`src/rtl/um_pkg.sv`:
```
// Shared constants and the write-back entry type for the write-back queue.
package um_pkg;

  localparam int DATA_W = 32;
  localparam int ADDR_W = 5;

  // One pending register-file write: destination register plus result value.
  typedef struct packed {
    logic [ADDR_W-1:0] addr;
    logic [DATA_W-1:0] data;
  } wb_entry_t;

endpackage

```
`src/rtl/wb_fifo_core.sv`:
```
// In-order storage for pending write-backs: entry array, read/write pointers
// and occupancy count. The whole array is exported so the parent can search it.
module wb_fifo_core #(
  parameter int DATA_W = 32,
  parameter int ADDR_W = 5,
  parameter int DEPTH  = 4,
  localparam int PTR_W = $clog2(DEPTH),
  localparam int CNT_W = PTR_W + 1
) (
  input  logic                           clk,
  input  logic                           reset,
  input  logic                           push_i,
  input  logic [ADDR_W-1:0]              push_addr_i,
  input  logic [DATA_W-1:0]              push_data_i,
  input  logic                           pop_i,
  output logic [CNT_W-1:0]               count_o,
  output logic                           full_o,
  output logic [PTR_W-1:0]               rd_ptr_o,
  output logic [ADDR_W-1:0]              head_addr_o,
  output logic [DATA_W-1:0]              head_data_o,
  output logic [DEPTH-1:0][ADDR_W-1:0]   ent_addr_o,
  output logic [DEPTH-1:0][DATA_W-1:0]   ent_data_o
);

  logic [PTR_W-1:0]             wr_ptr_q, wr_ptr_d;
  logic [PTR_W-1:0]             rd_ptr_q, rd_ptr_d;
  logic [CNT_W-1:0]             count_q, count_d;
  logic [DEPTH-1:0][ADDR_W-1:0] addr_mem_q;
  logic [DEPTH-1:0][DATA_W-1:0] data_mem_q;

  // Pointer and count bookkeeping; pointers wrap naturally at DEPTH.
  always_comb begin
    wr_ptr_d = wr_ptr_q;
    rd_ptr_d = rd_ptr_q;
    count_d  = count_q;
    if (push_i) begin
      wr_ptr_d = wr_ptr_q + PTR_W'(1);
    end
    if (pop_i) begin
      rd_ptr_d = rd_ptr_q + PTR_W'(1);
    end
    count_d = count_q + CNT_W'(push_i) - CNT_W'(pop_i);
  end

  // Control state register; reset empties the queue.
  always_ff @(posedge clk) begin
    if (reset) begin
      wr_ptr_q <= '0;
      rd_ptr_q <= '0;
      count_q  <= '0;
    end else begin
      wr_ptr_q <= wr_ptr_d;
      rd_ptr_q <= rd_ptr_d;
      count_q  <= count_d;
    end
  end

  // Per-entry storage; data is never cleared, validity comes from the pointers.
  for (genvar gi = 0; gi < DEPTH; gi++) begin : g_entry
    always_ff @(posedge clk) begin
      if (push_i && (wr_ptr_q == PTR_W'(gi))) begin
        addr_mem_q[gi] <= push_addr_i;
        data_mem_q[gi] <= push_data_i;
      end
    end
  end

  assign count_o     = count_q;
  assign full_o      = (count_q == CNT_W'(DEPTH));
  assign rd_ptr_o    = rd_ptr_q;
  assign head_addr_o = addr_mem_q[rd_ptr_q];
  assign head_data_o = data_mem_q[rd_ptr_q];
  assign ent_addr_o  = addr_mem_q;
  assign ent_data_o  = data_mem_q;

endmodule

```
`src/rtl/wb_queue.sv`:
```
// Write-back queue: buffers execute results in order, drains one per cycle
// into the register file, and forwards in-flight values to decode.
module wb_queue
  import um_pkg::*;
#(
  parameter int DATA_W = um_pkg::DATA_W,
  parameter int ADDR_W = um_pkg::ADDR_W,
  parameter int DEPTH  = 4,
  localparam int PTR_W = $clog2(DEPTH),
  localparam int CNT_W = PTR_W + 1
) (
  input  logic              clk,
  input  logic              reset,
  input  logic              in_valid,
  output logic              in_ready,
  input  logic [ADDR_W-1:0] in_addr,
  input  logic [DATA_W-1:0] in_data,
  output logic              rf_we,
  output logic [ADDR_W-1:0] rf_waddr,
  output logic [DATA_W-1:0] rf_wdata,
  input  logic              rf_ready,
  input  logic [ADDR_W-1:0] fwd_addr,
  output logic              fwd_hit,
  output logic [DATA_W-1:0] fwd_data,
  output logic [CNT_W-1:0]  count
);

  logic                         push;
  logic                         pop;
  logic                         full;
  logic [CNT_W-1:0]             count_q;
  logic [PTR_W-1:0]             rd_ptr;
  logic [DEPTH-1:0][ADDR_W-1:0] ent_addr;
  logic [DEPTH-1:0][DATA_W-1:0] ent_data;
  logic [PTR_W-1:0]             idx;

  // Handshake: ready depends only on occupancy, so producers never wait on rf_ready.
  assign in_ready = !full && !reset;
  // Writes to register 0 complete the handshake but are dropped here.
  assign push     = in_valid && in_ready && (in_addr != '0);
  assign rf_we    = (count_q != '0) && !reset;
  assign pop      = rf_we && rf_ready;
  assign count    = reset ? '0 : count_q;

  wb_fifo_core #(
    .DATA_W(DATA_W),
    .ADDR_W(ADDR_W),
    .DEPTH (DEPTH)
  ) u_core (
    .clk        (clk),
    .reset      (reset),
    .push_i     (push),
    .push_addr_i(in_addr),
    .push_data_i(in_data),
    .pop_i      (pop),
    .count_o    (count_q),
    .full_o     (full),
    .rd_ptr_o   (rd_ptr),
    .head_addr_o(rf_waddr),
    .head_data_o(rf_wdata),
    .ent_addr_o (ent_addr),
    .ent_data_o (ent_data)
  );

  // Forwarding search from oldest to youngest so the youngest match overrides.
  always_comb begin
    fwd_hit  = 1'b0;
    fwd_data = '0;
    idx      = '0;
    for (int k = 0; k < DEPTH; k++) begin
      idx = rd_ptr + PTR_W'(k);
      if (!reset && (fwd_addr != '0) && (CNT_W'(k) < count_q) &&
          (ent_addr[idx] == fwd_addr)) begin
        fwd_hit  = 1'b1;
        fwd_data = ent_data[idx];
      end
    end
  end

endmodule

```
`config.mk`:
```
export PLATFORM = sky130hd
export DESIGN_NAME = wb_queue
export DESIGN_NICKNAME = d
export VERILOG_FILES = /design/src/rtl/um_pkg.sv /design/src/rtl/wb_fifo_core.sv /design/src/rtl/wb_queue.sv
export SDC_FILE = /design/constraint.sdc
export NUM_CORES = 1
export LEC_CHECK = 0
export ABC_CLOCK_PERIOD_IN_PS = 6300
export CORE_ASPECT_RATIO = 1.75
export CORE_MARGIN = 2
export CORE_UTILIZATION = 23
export CTS_BUF_LIST = sky130_fd_sc_hd__clkbuf_16
export CTS_CLUSTER_DIAMETER = 200
export CTS_CLUSTER_SIZE = 28
export DETAILED_ROUTE_END_ITERATION = 8
export GPL_ROUTABILITY_DRIVEN = 0
export PLACE_DENSITY = 0.46
export SLEW_MARGIN = 20
export SYNTH_ARGS = -nofsm -noshare
export SYNTH_HDL_FRONTEND = slang
export SYNTH_SLANG_ARGS = --single-unit
```
`constraint.sdc`:
```
create_clock -name clk -period 6.3 [get_ports clk]
set_clock_uncertainty 0.2 [all_clocks]
set_input_delay 0.63 -clock clk [delete_from_list [all_inputs] [get_ports clk]]
set_output_delay 0.63 -clock clk [all_outputs]
set_load 0.03 [all_outputs]
```
# Yosys cells after proc, flatten, opt, wreduce, memory -nomap -nowiden
# Cells that the tools add are included.
# totals
reg_bits	155
word_cells	82
out_inout_bits	75
in_bits	46
# classes
reduce_logical	24
n_addsub	6
eq_ne	8
muxes	25
order_cmp	8
# ops
cell	count
$bmux W32 S2	4
$mux W32	8
$bmux W5 S2	4
$eq A5 B5 Y1	4
$mux W5	4
$logic_and A1 B1 Y1	18
$lt A2 B3 Y1 const B	4
$reduce_bool A5 Y1	2
$lt A1 B3 Y1 const A	2
$lt A2 B3 Y1 const A	2
$add A2 B1 Y2 const B	2
$add A2 B2 Y2 const B	2
$eq A2 B2 Y1 const B	2
$mux W1	4
$add A3 B1 Y3	1
$eq A3 B3 Y1 const B	1
$mux W3	1
$reduce_bool A3 Y1	1
$sub A3 B1 Y3	1
$eq A2 B1 Y1 const B	1
$logic_not A1 Y1	2
$logic_not A2 Y1	1

# Longest topological paths before layout
# Gate-level depths: netlist of run 1.
# logic_depth
word_depth	8
mapped_depth	11
mapped_depth_nobuf	9

# By module
# Synthesis of run 1 repeated with hierarchy kept, for this count alone.
# hier_totals
hier_cells	944
hier_area_um2	10954.3
# modules_own_cells
module	n_inst	cells_each	area_per_inst_um2	seq_area_each_um2
wb_fifo_core	1	231	5775.5	4584.4
wb_queue	1	713	5178.7	0.0

# Worst setup path after synthesis of run 1
# OpenSTA, ideal clock, no wires.
# synth_path
path_type	register -> output
from	register u_core.rd_ptr_q[0] (netlist: u_core.rd_ptr_o[0])
to	output port fwd_data[26]
path_buffers	5
t_required_ns	5.470
path_stages_with_launch	10
path_slack_ns	2.744
t_arrival_ns	2.726
cell_sequence	dfxtp_1 -> buf_6 -> buf_2 -> buf_4 -> buf_2 -> buf_2 -> mux2i_1 -> a21oi_1 -> a41oi_1 -> o21ai_1
# synth_between
elab_cells_between_ends	31
classes_between	add/sub (3); eq/ne (4); mux (20); reduce/logical (4)
# synth_rtl
item	line_no	text
from (decl)	wb_fifo_core.sv:26	logic [PTR_W-1:0] rd_ptr_q, rd_ptr_d;
from (signal assigned)	wb_fifo_core.sv:53	rd_ptr_q <= rd_ptr_d;
$bmux W32 S2	-	
$mux W32	-	
via rf_wdata[26]	wb_queue.sv:20	output logic [DATA_W-1:0] rf_wdata,
$mux W32 (4 in series)	wb_queue.sv:72	if (!reset && (fwd_addr != '0) && (CNT_W'(k) < count_q) &&
to (decl)	wb_queue.sv:24	output logic [DATA_W-1:0] fwd_data,
# The timed path passes the listed nets, and every way through them passes these cells. The select of a mux whose other input is x is not followed.

# Worst setup path after layout of run 1
# layout_path
from	register u_core.rd_ptr_q[1] (netlist: u_core.rd_ptr_o[1])
to	output port fwd_data[20]
# layout_between
elab_chain_cells	8
elab_cells_between_ends	31
classes_between	add/sub (3); eq/ne (4); mux (20); reduce/logical (4)
# layout_lines
item	line_no	text
$add A2 B1 Y2 or $bmux W5 S2 (tied branches)	wb_queue.sv:71, wb_queue.sv:73	
$bmux W5 S2 or $mux W5 (tied branches)	wb_queue.sv:73	(ent_addr[idx] == fwd_addr)) begin
$mux W5 (implied by the code) or $eq A5 B5 Y1 (tied branches)	wb_queue.sv:73	
$eq A5 B5 Y1 or $logic_and A1 B1 Y1 (tied branches)	wb_queue.sv:73, wb_queue.sv:72	
$logic_and A1 B1 Y1 or $mux W32 (tied branches)	wb_queue.sv:72	
$mux W32 (2 in series)	wb_queue.sv:72	
$mux W32 (*)	wb_queue.sv:72	
# Mark *: on every way between the ends. The rest lies on a longest branch, timed or not. The select of a mux whose other input is x is not followed.

==> impl_metrics.env, run 1 <==
export IMPL_wl_per_cell_um=19.0
export IMPL_num_io_pins=121
export IMPL_synth_nets=918
export IMPL_routed_wl_um=28500
export IMPL_seq_area_frac_synth_pct=48.1
export IMPL_seqPwrFrac_pct=38.0
export IMPL_crit_chain="mux4_2 -> xnor2_1 -> nand4_1 -> nor2_4 -> buf_4 -> o211ai_1 -> o211ai_1 -> clkdlybuf4s50_1"
export IMPL_fillerInstances=4216
export IMPL_postCtsHoldBufs=0
export IMPL_synth_area_um2=9530
export IMPL_die_area_um2=43200
export IMPL_start_util_pct=23.3
export IMPL_dp_hpwl_um=19100
export IMPL_cts_buffer_depth=2
export IMPL_port_buffers=120
export IMPL_row_count=98
export IMPL_cp_end_kind="primary output"
export IMPL_slew_viol_final=0
export IMPL_path_clk_slew_ns=0.06
export IMPL_post_dp_cell_area_um2=11200
export IMPL_yosysMostFrequentCell="edfxtp_1"
export IMPL_clock_sinks=155
export IMPL_final_antenna_net_count=0
export IMPL_arrival_ns=4.55
export IMPL_crit_type="reg -> out"
export IMPL_coreArea_um2=40800
export IMPL_relSlewSlack_pct=31.9
export IMPL_worstPathRequired_ns=5.47
export IMPL_finalInstanceArea_um2=11800
export IMPL_cp_slowest_cell="dfxtp_4"
export IMPL_worst_pin_slew_ns=1.02
export IMPL_p_leak_uw=0.00355
export IMPL_vdd_ir_drop_max_v=0.000185
export IMPL_cp_max_fo=74
export IMPL_min_from="u_core.wr_ptr_q[1]"
export IMPL_grt_max_degree=209
export IMPL_cts_resized=0
export IMPL_grt_first_pass_wirelength_um=42700
export IMPL_nNetsFinal=990
export IMPL_synth_cell_types=44
export IMPL_ys_async_sr_fraction_pct=0
export IMPL_firstDrtPassIters=5
export IMPL_status="completed"
export IMPL_htreeDepth=4
export IMPL_cts_buffers=17
export IMPL_p_sw_uw=1020
export IMPL_clk_latency_ns=0.43
export IMPL_synth_avg_cell_area_um2=11.0
export IMPL_drc_errors=0
export IMPL_first_global_vias=7331
export IMPL_synth_top_area_cell="edfxtp_1"
export IMPL_cap_violations=0
export IMPL_clock_power_share_pct=31.1
export IMPL_synth_common_cells="edfxtp_1, nor2_1, a21oi_1, mux2i_1, mux2_2"
export IMPL_r2r_start="u_core.count_o[0]"
export IMPL_area_delta_synth_final_pct=23.6
export IMPL_crit_top_cell="o211ai_1"
export IMPL_ys_flop_type="edfxtp_1"
export IMPL_p_sw_share_pct=31.8
export IMPL_max_stage_delay_ns=0.86
export IMPL_die_h_um=273
export IMPL_synth_top_area_share_pct=46.6
export IMPL_min_path_type="reg -> reg"
export IMPL_synth_seq_cells=155
export IMPL_cp_startpoint="u_core.rd_ptr_o[1]"
export IMPL_yosysWarningCount=0
export IMPL_syn_inst=863
export IMPL_cp_top_family="buffers and inverters"
export IMPL_grt_usage_pct=13.5
export IMPL_hold_viol=0
export IMPL_synth_area_leaders="edfxtp_1, mux2i_1, mux2_2"
export IMPL_grt_remaining_overflow=0
export IMPL_dp_cells=1466
export IMPL_cts_root_buf="clkbuf_16"
export IMPL_die_w_um=158
export IMPL_synth_edff_count=148
export IMPL_cellPowerDensity_nw_per_um2=273
export IMPL_avgViaCountPerCell=4.80
export IMPL_post_cts_buffers=0
export IMPL_vias=7200
export IMPL_timing_fmax_mhz=186
export IMPL_path_buf_inv=2
export IMPL_internal_power_uw=2190
export IMPL_drt_iter0_drc=470
export IMPL_rsz0062_at_grt="no"
export IMPL_antenna_found_initial=3
export IMPL_cts_tree="yes"
export IMPL_startpoint_type="flip-flop"
export IMPL_finalCriticalPeriod_ns=5.38
export IMPL_power_frac_comb_pct=30.9
export IMPL_finalSetupViolCount=0
export IMPL_fin_crit_sh_pct=85.3
export IMPL_tns_ns=0
export IMPL_final_cells=1500
export IMPL_drive_gt1_share_pct=14.9
stage by stage:
stage / utilization, % / hold WS (ns) / setup WS (ns) / power (µW)
2_1_floorplan: - / 0.314 / 2.74 / 1910
3_3_place_gp: 27.5 / 0.347 / 1.34 / 2240
3_5_place_dp: 27.5 / 0.357 / 1.33 / 2250
4_1_cts: 28.8 / 0.362 / 0.844 / 3260
5_1_grt: 28.9 / 0.416 / 0.626 / 3380
6_report: 28.9 / 0.360 / 0.924 / 3220
worst reg2reg max path, cell delays in order (launching register included):
cell     delay [ns]
dfxtp_1        0.30
inv_1          0.11
a31oi_1        0.24
nand2_1        0.10
a21oi_1        0.44
and2_2         0.76
buf_4          0.46
area by class of cell:
cell class                 count  area (µm²)  area share [%]
antenna                        3        7.51          0.0637
multi-input combinational    618        4570            38.8
inverter                       8        30.0           0.255
clock buffer                  17         425            3.61
sequential                   155        4590            39.0
timing repair buffer         135        1330            11.3
clock inverter                14         138            1.17
tap                          550         688            5.84
per-layer routing:
metal / wire length (µm) / track usage (%) / up-vias
li1: - / - / 3450
met1: 10800 / 14.2 / 3551
met2: 16200 / 25.7 / 166
met3: 935 / 2.20 / 33
met4: 582 / 5.93 / 0
met5: 0 / 0 / -
final timing paths:
| check | end | slack [ns] | depth (start not counted) |
|---|---|---|---|
| hold reg to reg | u_core.wr_ptr_q[1] | 0.36 | 2 |
| setup / recovery | fwd_data[20] | 0.92 | 8 |
| hold / removal | u_core.wr_ptr_q[1] | 0.36 | 2 |
| setup reg to reg | u_core.ent_addr_o[14] | 3.36 | 6 |
power by group through the flow:
| stage | combinational, µW | clock, µW | sequential [µW] |
|---|---|---|---|
| detailed placement | 1000 | 0 | 1240 |
| CTS | 1010 | 1030 | 1220 |
| global placement | 1000 | 0 | 1240 |
| global route | 1080 | 1070 | 1230 |
| floorplan | 697 | 0 | 1220 |
| finish | 994 | 1000 | 1220 |
sequential cells by signal (all words and copies together) (netlist names):
name	cells
u_core.rd_ptr_o	2
u_core.ent_data_o	128
u_core.ent_addr_o	20
u_core.count_o	3
u_core.wr_ptr_q	2
cells in the final DEF, fill, tap and decap left out, types with 2 or more instances in the layout:
| master | instances |
|---|---|
| o211ai_2 | 9 |
| inv_1 | 10 |
| mux2i_1 | 73 |
| dfxtp_4 | 2 |
| clkbuf_16 | 17 |
| xnor2_1 | 22 |
| nor3_1 | 35 |
| mux2_2 | 64 |
| mux4_2 | 16 |
| nor2b_1 | 3 |
| a31oi_1 | 32 |
| and2_2 | 4 |
| xor2_1 | 2 |
| clkdlybuf4s50_1 | 120 |
| a21oi_1 | 100 |
| o211ai_1 | 51 |
| a41oi_1 | 2 |
| bufinv_16 | 3 |
| clkinv_1 | 6 |
| clkinv_2 | 2 |
| nand2_1 | 33 |
| dfxtp_1 | 5 |
| mux4_1 | 2 |
| or4_1 | 30 |
| nor2_1 | 108 |
| ha_1 | 8 |
| buf_4 | 14 |
| nand3_1 | 3 |
| o21ai_1 | 2 |
| edfxtp_1 | 148 |
| nand4_1 | 2 |
| diode_2 | 3 |
logic make-up (layout without fill, tap and decap cells):
kind of cell	count (synthesis)	count (layout)	share of synthesized area [%]
flip-flops	155	155	48.1
XOR/XNOR	24	24	2.21
buffers and inverters	90	174	4.27
AO/OA/AOI/OAI	201	201	13.3
AND/OR/NAND/NOR	229	229	11.3
adder cells (fa/ha/maj)	9	9	1.26
multiplexers	155	155	19.6
other	0	3	0
Note: power is estimated with default switching activity, not from simulation.
==> run 2, diff against run 1 <==
- CORE_MARGIN: 2 -> default
- GPL_TIMING_DRIVEN: default -> 0
==> run 2 against run 1 <==
Cell area up 0.98%. Via count up 8.1%. Global-route usage up 3.0 points. Setup slack better by 0.22 ns. Sequential share of layout area down 0.44 points. Combinational power up 9%. Critical path type unchanged. Largest power group unchanged.
==> impl_metrics.env, run 2 (same netlist as run 1, synthesis figures left out) <==
export IMPL_dp_cells=1528
export IMPL_avgViaCountPerCell=4.99
export IMPL_slew_viol_final=0
export IMPL_drive_gt1_share_pct=15.4
export IMPL_grt_first_pass_wirelength_um=50500
export IMPL_min_from="u_core.wr_ptr_q[1]"
export IMPL_clock_sinks=155
export IMPL_most_common_layout_cells="edfxtp_1, clkdlybuf4s50_1, nor2_1"
export IMPL_worstPathRequired_ns=5.47
export IMPL_worstReg2RegEnd="u_core.rd_ptr_o[1]"
export IMPL_finalCriticalPeriod_ns=5.15
export IMPL_totalPowerFinal_uw=3190
export IMPL_vias=7784
export IMPL_coreArea_um2=40800
export IMPL_die_area_um2=42300
export IMPL_startpoint_type="flip-flop"
export IMPL_r2r_slack_ns=3.15
export IMPL_cts_resized=0
export IMPL_dp_hpwl_um=24700
export IMPL_die_w_um=156
export IMPL_crit_type="reg -> out"
export IMPL_area_delta_synth_final_pct=24.8
export IMPL_grt_max_degree=38
export IMPL_top_layer="met4"
export IMPL_clk_latency_ns=0.44
export IMPL_worst_pin_slew_ns=0.827
export IMPL_p_leak_uw=0.00363
export IMPL_nNetsFinal=1052
export IMPL_grt_usage_pct=16.4
export IMPL_arrival_ns=4.32
export IMPL_holdPathEnd="u_core.wr_ptr_q[1]"
export IMPL_postCtsHoldBufs=0
export IMPL_final_cells=1560
export IMPL_routed_wl_um=34500
export IMPL_post_cts_buffers=0
export IMPL_status="completed"
export IMPL_min_path_cells=2
export IMPL_cp_top_family="buffers and inverters"
export IMPL_cts_buffers=17
export IMPL_cap_violations=0
export IMPL_relSlewSlack_pct=44.8
export IMPL_firstDrtPassIters=5
export IMPL_final_antenna_net_count=0
export IMPL_cts_tree="yes"
export IMPL_final_common_cell="edfxtp_1"
export IMPL_crit_chain="buf_6 -> buf_2 -> mux4_2 -> xnor2_1 -> nand4_1 -> nor2_1 -> buf_4 -> buf_2 -> o211ai_1 -> o211ai_1 -> clkdlybuf4s50_1"
export IMPL_max_stage_delay_ns=0.74
export IMPL_htreeDepth=4
export IMPL_cts_buffer_depth=2
export IMPL_timing_fmax_mhz=194
export IMPL_cp_end_kind="primary output"
export IMPL_diodes=0
export IMPL_met3_wirelength_um=1630
export IMPL_vdd_ir_drop_max_v=0.000195
export IMPL_fin_crit_sh_pct=81.8
export IMPL_wl_met1_um=12300
export IMPL_rsz0062_at_grt="no"
export IMPL_cp_slowest_cell="clkdlybuf4s50_1"
export IMPL_first_global_vias=8178
export IMPL_wl_per_cell_um=22.1
export IMPL_drt_iter0_drc=745
export IMPL_r2r_start="u_core.rd_ptr_o[1]"
export IMPL_grt_remaining_overflow=0
export IMPL_hold_viol=0
export IMPL_antenna_found_initial=0
export IMPL_largest_reg_flops=128
export IMPL_ff2ff_path_depth=8
export IMPL_cellPowerDensity_nw_per_um2=268
export IMPL_tns_ns=0
export IMPL_path_buf_inv=5
export IMPL_die_h_um=271
export IMPL_num_io_pins=121
export IMPL_row_count=98
export IMPL_min_path_type="reg -> reg"
export IMPL_start_util_pct=23.3
export IMPL_holdWs_ns=0.356
export IMPL_finalSetupViolCount=0
export IMPL_cp_max_fo=10
export IMPL_cts_root_buf="clkbuf_16"
export IMPL_drc_errors=0
export IMPL_port_buffers=115
export IMPL_fillerInstances=4244
export IMPL_wl_met2_um=18900
export IMPL_path_clk_slew_ns=0.06
export IMPL_finalCoreUtilization_pct=29.1
==> run 2: cell count changes in the layout (fill, tap and decap cells not counted), sizes merged <==
cell,delta
inv,+2
clkinvlp,+6
clkbuf,+38
bufinv,-3
clkdlybuf4s50,-5
buf,+29
clkinv,-4
diode,-3
==> run 2: worst max path at each step <==
stage / from / to / slack [ns] / cells after the start
detailed placement: u_core.rd_ptr_o[0] / fwd_data[1] / 1.59 / 11
floorplan: u_core.rd_ptr_o[0] / fwd_data[26] / 2.74 / 9
global route: u_core.rd_ptr_o[0] / fwd_data[1] / 0.99 / 11
finish: u_core.rd_ptr_o[0] / fwd_data[19] / 1.15 / 11
global placement: fwd_addr[2] / fwd_data[19] / 1.59 / 10
CTS: u_core.rd_ptr_o[0] / fwd_data[1] / 1.10 / 11
==> run 2: worst register-to-register path: cells and delay by family, from the launching register on <==
| kind | cells | cell delay (ns) |
|---|---|---|
| buffers and inverters | 6 | 2.18 |
| xor gates and xnor gates | 1 | 0.21 |
| DFF | 1 | 0.38 |
| and+or+nand+nor | 1 | 0.05 |
==> run 2: cell type report <==
| type | count | area (µm²) | area share, % |
|---|---|---|---|
| plain buffers | 82 | 377 | 3.17 |
| multi-input cells | 618 | 4550 | 38.3 |
| inverters | 8 | 30.0 | 0.252 |
| clock buffers | 17 | 425 | 3.58 |
| well taps | 550 | 688 | 5.78 |
| flip-flops and latches | 155 | 4580 | 38.5 |
| clock inverters | 15 | 90.1 | 0.757 |
| repair buffers | 115 | 1150 | 9.68 |
==> run 2: power by group <==
| part | total, µW | internal (µW) | switching [µW] |
|---|---|---|---|
| logic | 1080 | 418 | 660 |
| clock network | 910 | 492 | 417 |
| registers | 1200 | 1180 | 22.5 |
| total | 3190 | 2090 | 1100 |
==> run 2: metrics by stage <==
stage          instance area [µm²]  setup WS, ns
2_1_floorplan                 9530          2.74
3_3_place_gp                 11400          1.59
3_5_place_dp                 11400          1.59
4_1_cts                      11900          1.10
5_1_grt                      11900         0.991
6_report                     11900          1.15
==> run 2: routing by layer <==
layer / GRT usage (%) / vias up
met3: 2.75 / 89
met4: 9.47 / 0
met2: 30.6 / 323
met5: 0 / -
li1: - / 3564
met1: 17.0 / 3808
